### src/rtl/gcd_operand_queue.sv
// gcd_operand_queue: operand-pair FIFO upstream of the GCD top.
// Ports:
//   sys_clk, sys_rst            clock, synchronous active-high reset
//   in_valid/in_ready/in_a/in_b source side (push = in_valid & in_ready)
//   operand_A/operand_B         head-of-queue pair, first-word fall-through
//   input_ready/input_available GCD side (pop = input_ready & input_available)
//   level                       pairs currently stored
//   drop_cnt                    dropped (0,0) pairs, only with GCD_OPQ_ZERO_DROP_EN
// Optional feature macro: GCD_OPQ_ZERO_DROP_EN
module gcd_operand_queue #(
    parameter int width = 8,
    parameter int DEPTH = 4
) (
    input  logic                     sys_clk,
    input  logic                     sys_rst,
    input  logic                     in_valid,
    output logic                     in_ready,
    input  logic [width-1:0]         in_a,
    input  logic [width-1:0]         in_b,
    output logic [width-1:0]         operand_A,
    output logic [width-1:0]         operand_B,
    output logic                     input_ready,
    input  logic                     input_available,
`ifdef GCD_OPQ_ZERO_DROP_EN
    output logic [7:0]               drop_cnt,
`endif
    output logic [$clog2(DEPTH):0]   level
);

    localparam int PW = $clog2(DEPTH);
    localparam int LW = PW + 1;
    localparam logic [LW-1:0] FULL_LVL = LW'(DEPTH);

    // Occupancy view, derived from level only.
    typedef enum logic [1:0] {
        EMPTY,
        PARTIAL,
        FULL
    } occ_t;

    occ_t occ;

    logic [2*width-1:0] mem [DEPTH];
    logic [PW-1:0]      wr_ptr;
    logic [PW-1:0]      rd_ptr;
    logic               push;
    logic               store;
    logic               pop;
    logic [2*width-1:0] head;

    always_comb begin
        occ = PARTIAL;
        if (level == '0) begin
            occ = EMPTY;
        end else if (level == FULL_LVL) begin
            occ = FULL;
        end
    end

    // in_ready depends only on registered state and reset, so a pop in the
    // same cycle never frees a slot for a push into a full queue.
    assign in_ready    = (occ != FULL) && !sys_rst;
    assign input_ready = (occ != EMPTY);

    assign push = in_valid && in_ready;
    assign pop  = input_ready && input_available;

`ifdef GCD_OPQ_ZERO_DROP_EN
    logic zero_pair;
    assign zero_pair = (in_a == '0) && (in_b == '0);
    // A (0,0) pair completes the handshake but is never written.
    assign store = push && !zero_pair;

    always_ff @(posedge sys_clk) begin
        if (sys_rst) begin
            drop_cnt <= '0;
        end else if (push && zero_pair && drop_cnt != 8'hFF) begin
            drop_cnt <= drop_cnt + 8'd1;
        end
    end
`else
    assign store = push;
`endif

    assign head      = mem[rd_ptr];
    assign operand_A = head[2*width-1:width];
    assign operand_B = head[width-1:0];

    // Storage is intentionally left out of reset.
    always_ff @(posedge sys_clk) begin
        if (store) begin
            mem[wr_ptr] <= {in_a, in_b};
        end
    end

    // DEPTH is a power of two, so pointers wrap naturally.
    always_ff @(posedge sys_clk) begin
        if (sys_rst) begin
            wr_ptr <= '0;
            rd_ptr <= '0;
            level  <= '0;
        end else begin
            if (store) begin
                wr_ptr <= wr_ptr + 1'b1;
            end
            if (pop) begin
                rd_ptr <= rd_ptr + 1'b1;
            end
            unique case ({store, pop})
                2'b10:   level <= level + 1'b1;
                2'b01:   level <= level - 1'b1;
                default: level <= level;
            endcase
        end
    end

endmodule
### config.mk
export PLATFORM = sky130hd
export DESIGN_NAME = gcd_operand_queue
export DESIGN_NICKNAME = d
export VERILOG_FILES = /design/src/rtl/gcd_operand_queue.sv
export SDC_FILE = /design/constraint.sdc
export NUM_CORES = 1
export LEC_CHECK = 0
export ABC_AREA = 0
export BUFFER_PORTS_ARGS = -buffer_cell sky130_fd_sc_hd__buf_4
export CAP_MARGIN = 25
export CORE_MARGIN = 8
export CORE_UTILIZATION = 56
export DETAILED_ROUTE_END_ITERATION = 16
export PLACE_DENSITY = 0.75
export SYNTH_ARGS = -nofsm -noshare
export SYNTH_HDL_FRONTEND = slang
export SYNTH_SLANG_ARGS = --single-unit
export TNS_END_PERCENT = 100
### constraint.sdc
create_clock -name sys_clk -period 2.4 [get_ports sys_clk]
set_clock_uncertainty 0.1 [all_clocks]
set_input_delay 0.48 -clock sys_clk [delete_from_list [all_inputs] [get_ports sys_clk]]
set_output_delay 0.48 -clock sys_clk [all_outputs]
set_load 0.01 [all_outputs]
==> flow_summary.json <==
{
  "synth-edff-count": 64,
  "worstPathArrival_ns": 1.67,
  "drt-initial-drc-count": 111,
  "cts_setup_buffers": 0,
  "period_share_pct": 93.5,
  "slew_viol_final": 0,
  "root_buffer": "clkbuf_8",
  "dieArea_um2": 7540,
  "final.min_clock_period_ns": 2.25,
  "slew_headroom_pct": 70.1,
  "vias_per_cell": 5.34,
  "synth-seq-cells": 73,
  "grt_max_degree": 17,
  "end_kind": "primary output",
  "synth_most_common_cell": "edfxtp_1",
  "cts-buffers-inserted": 9,
  "hold_end": "mem[3][4]",
  "post-dp-hpwl_um": 3160,
  "synth_area_leader_cell": "edfxtp_1",
  "fp-row-count": 25,
  "grt.total_usage_pct": 13.7,
  "drt-total-wl_um": 4700,
  "synth_top_area_share_pct": 68.4,
  "drive_gt1_share_pct": 43.9,
  "r2r_cells": 9,
  "rr_endpoint": "level[2]",
  "hold_violations": 0,
  "worstPathRequired_ns": 1.82,
  "clock_sinks": 73,
  "areaGrowthSynthToFinish_pct": 20.6,
  "synthesis.area_um2": 2810,
  "hold_depth": 1,
  "ir_drop_mv": 0.742,
  "globalRoute.totalOverflow": 0,
  "remaining_drc_errors": 0,
  "synth_top_cells_by_area": "edfxtp_1, mux4_2, dfxtp_1, ha_1, and2_2",
  "power_mw": 3.39,
  "place_ws_ns": 0.0992,
  "ant_nets": 0,
  "ys_warn_count": 0,
  "numPortBuffers": 40,
  "tightestPinTransition_ns": 0.449,
  "fin_ws_ns": 0.155,
  "gp_congestion": 0.824,
  "cts.clk_slew.worst_paths_ns": 0.08,
  "status": "finished, final reports clean",
  "via_count": 1357,
  "firstDrtPassIters": 4,
  "clock_latency_ns": 0.33,
  "first_global_vias": 1482,
  "hold_start": "in_b[4]",
  "nets": 208,
  "avgSynthCellArea_um2": 21.0,
  "syn-num-nets": 160,
  "cp-start-kind": "flop",
  "power.density_nw_per_um2": 1000,
  "htree_num_levels": 3,
  "ff2ff_setup_slack_ns": 0.15,
  "die_y_um": 86.8,
  "stdcell_count": 254,
  "timing.rr.start": "level[0]",
  "place_inst": 238,
  "chipWidth_um": 86.8,
  "nFillCells": 301,
  "leakage_nw": 1.18,
  "synth-seq-area-share_pct": 74.8,
  "synth_commonest_cells": "edfxtp_1, mux4_2, dfxtp_1",
  "ys.flop_type": "edfxtp_1",
  "rsz0062_at_grt": "no",
  "antenna_found_initial": 0,
  "max_cap_viol_count": 0,
  "ios": 41,
  "synthCells": 134,
  "crit_type": "flop to primary output",
  "synthArstFlopShare_pct": 0,
  "n_antenna_cell": 0,
  "worstPathMaxFanout": 16,
  "clockBufferDepth": 2,
  "grt_pass1_wl_um": 7540,
  "coreArea_um2": 4790,
  "tns_ns": 0,
  "tritoncts": "built",
  "min_path_type": "primary input to flop",
  "yosysUniqueCellTypes": 24,
  "setup_viol": 0,
  "maxClockFrequency_mhz": 445,
  "start_util_pct": 58.7,
  "routed_wire_length_per_instance_um": 18.5
}
==> report_power, final <==
part / switching (mW) / internal (mW) / total [mW]
registers: 0.0700 / 1.49 / 1.56
logic: 0.382 / 0.455 / 0.837
clock network: 0.419 / 0.574 / 0.993
total: 0.871 / 2.52 / 3.39
==> cell families (layout without fill, tap and decap cells) <==
group | count (synthesis) | after routing | synth area share, %
simple gates | 17 | 17 | 3.96
mux | 18 | 18 | 13.7
fa+ha+maj | 6 | 6 | 2.94
flops | 73 | 73 | 74.8
buf+inv | 11 | 64 | 2.14
compound gates | 5 | 5 | 1.20
xor+xnor | 4 | 4 | 1.25
==> cell usage in the layout, fill, tap and decap left out <==
| master | count |
|---|---|
| nor2_1 | 8 |
| fa_1 | 1 |
| dfxtp_2 | 1 |
| clkinv_2 | 2 |
| o311ai_0 | 1 |
| mux2i_1 | 1 |
| a21oi_1 | 2 |
| dfxtp_1 | 8 |
| nand2b_1 | 1 |
| o21ai_0 | 1 |
| buf_4 | 42 |
| ha_1 | 5 |
| xnor2_1 | 1 |
| mux2_4 | 1 |
| or3_2 | 1 |
| edfxtp_1 | 64 |
| nor3b_4 | 2 |
| and2_2 | 4 |
| xor2_1 | 3 |
| clkbuf_8 | 9 |
| clkinv_1 | 2 |
| bufinv_16 | 2 |
| o31a_2 | 1 |
| inv_1 | 6 |
| mux4_2 | 16 |
| or3_1 | 1 |
| clkinvlp_4 | 1 |
==> per-stage QoR <==
step	hold slack [ns]	cell area, um^2	util [%]
6_report	0.242	3390	70.8
5_1_grt	0.231	3390	70.8
4_1_cts	0.233	3380	70.6
3_5_place_dp	0.417	3170	66.3
3_3_place_gp	0.405	3170	66.3
2_1_floorplan	0.375	2810	-
==> final cells by class <==
class                      count  area (um^2)  area share (%)
clock inverter                 7         85.1            2.51
tap                           67         83.8            2.47
inverter                       6         22.5           0.665
multi-input combinational     50          654            19.3
sequential                    73         2100            62.1
clock buffer                   9          124            3.66
timing repair buffer          42          315            9.31
==> critical path, stage by stage (launching register included) <==
cell and delay [ns]:
dfxtp_1 0.31, buf_4 0.31, mux4_2 0.56, buf_4 0.16
==> registers in the layout (all words and copies together) (netlist names), named ones only <==
signal and flops:
mem 64, level 3, rd_ptr 2, wr_ptr 2
==> how the worst max path moves through the flow <==
stage | start | end | slack [ns]
2_1_floorplan | level[2] | level[2] | 0.24
3_3_place_gp | level[2] | level[2] | 0.24
3_5_place_dp | level[2] | level[2] | 0.1
4_1_cts | level[2] | level[2] | 0.09
5_1_grt | level[0] | level[2] | 0.02
6_report | flop | operand_B[4] | 0.15
==> metal layers <==
layer  vias up  track usage (%)  part of all wire, %
li1        621                -                    -
met4         0             7.51                  2.1
met1       690             15.7                   42
met2        37             22.1                   50
met5         -                0                    0
met3         9             4.54                  5.4
==> what timing repair did <==
item / CTS / global route
hold buffers: 0 / 0
endpoints found under the hold margin: 0 / 0
endpoints found under the setup margin: 0 / 1
resized for setup: 0 / 2
Power figures use the tool's default switching activity.
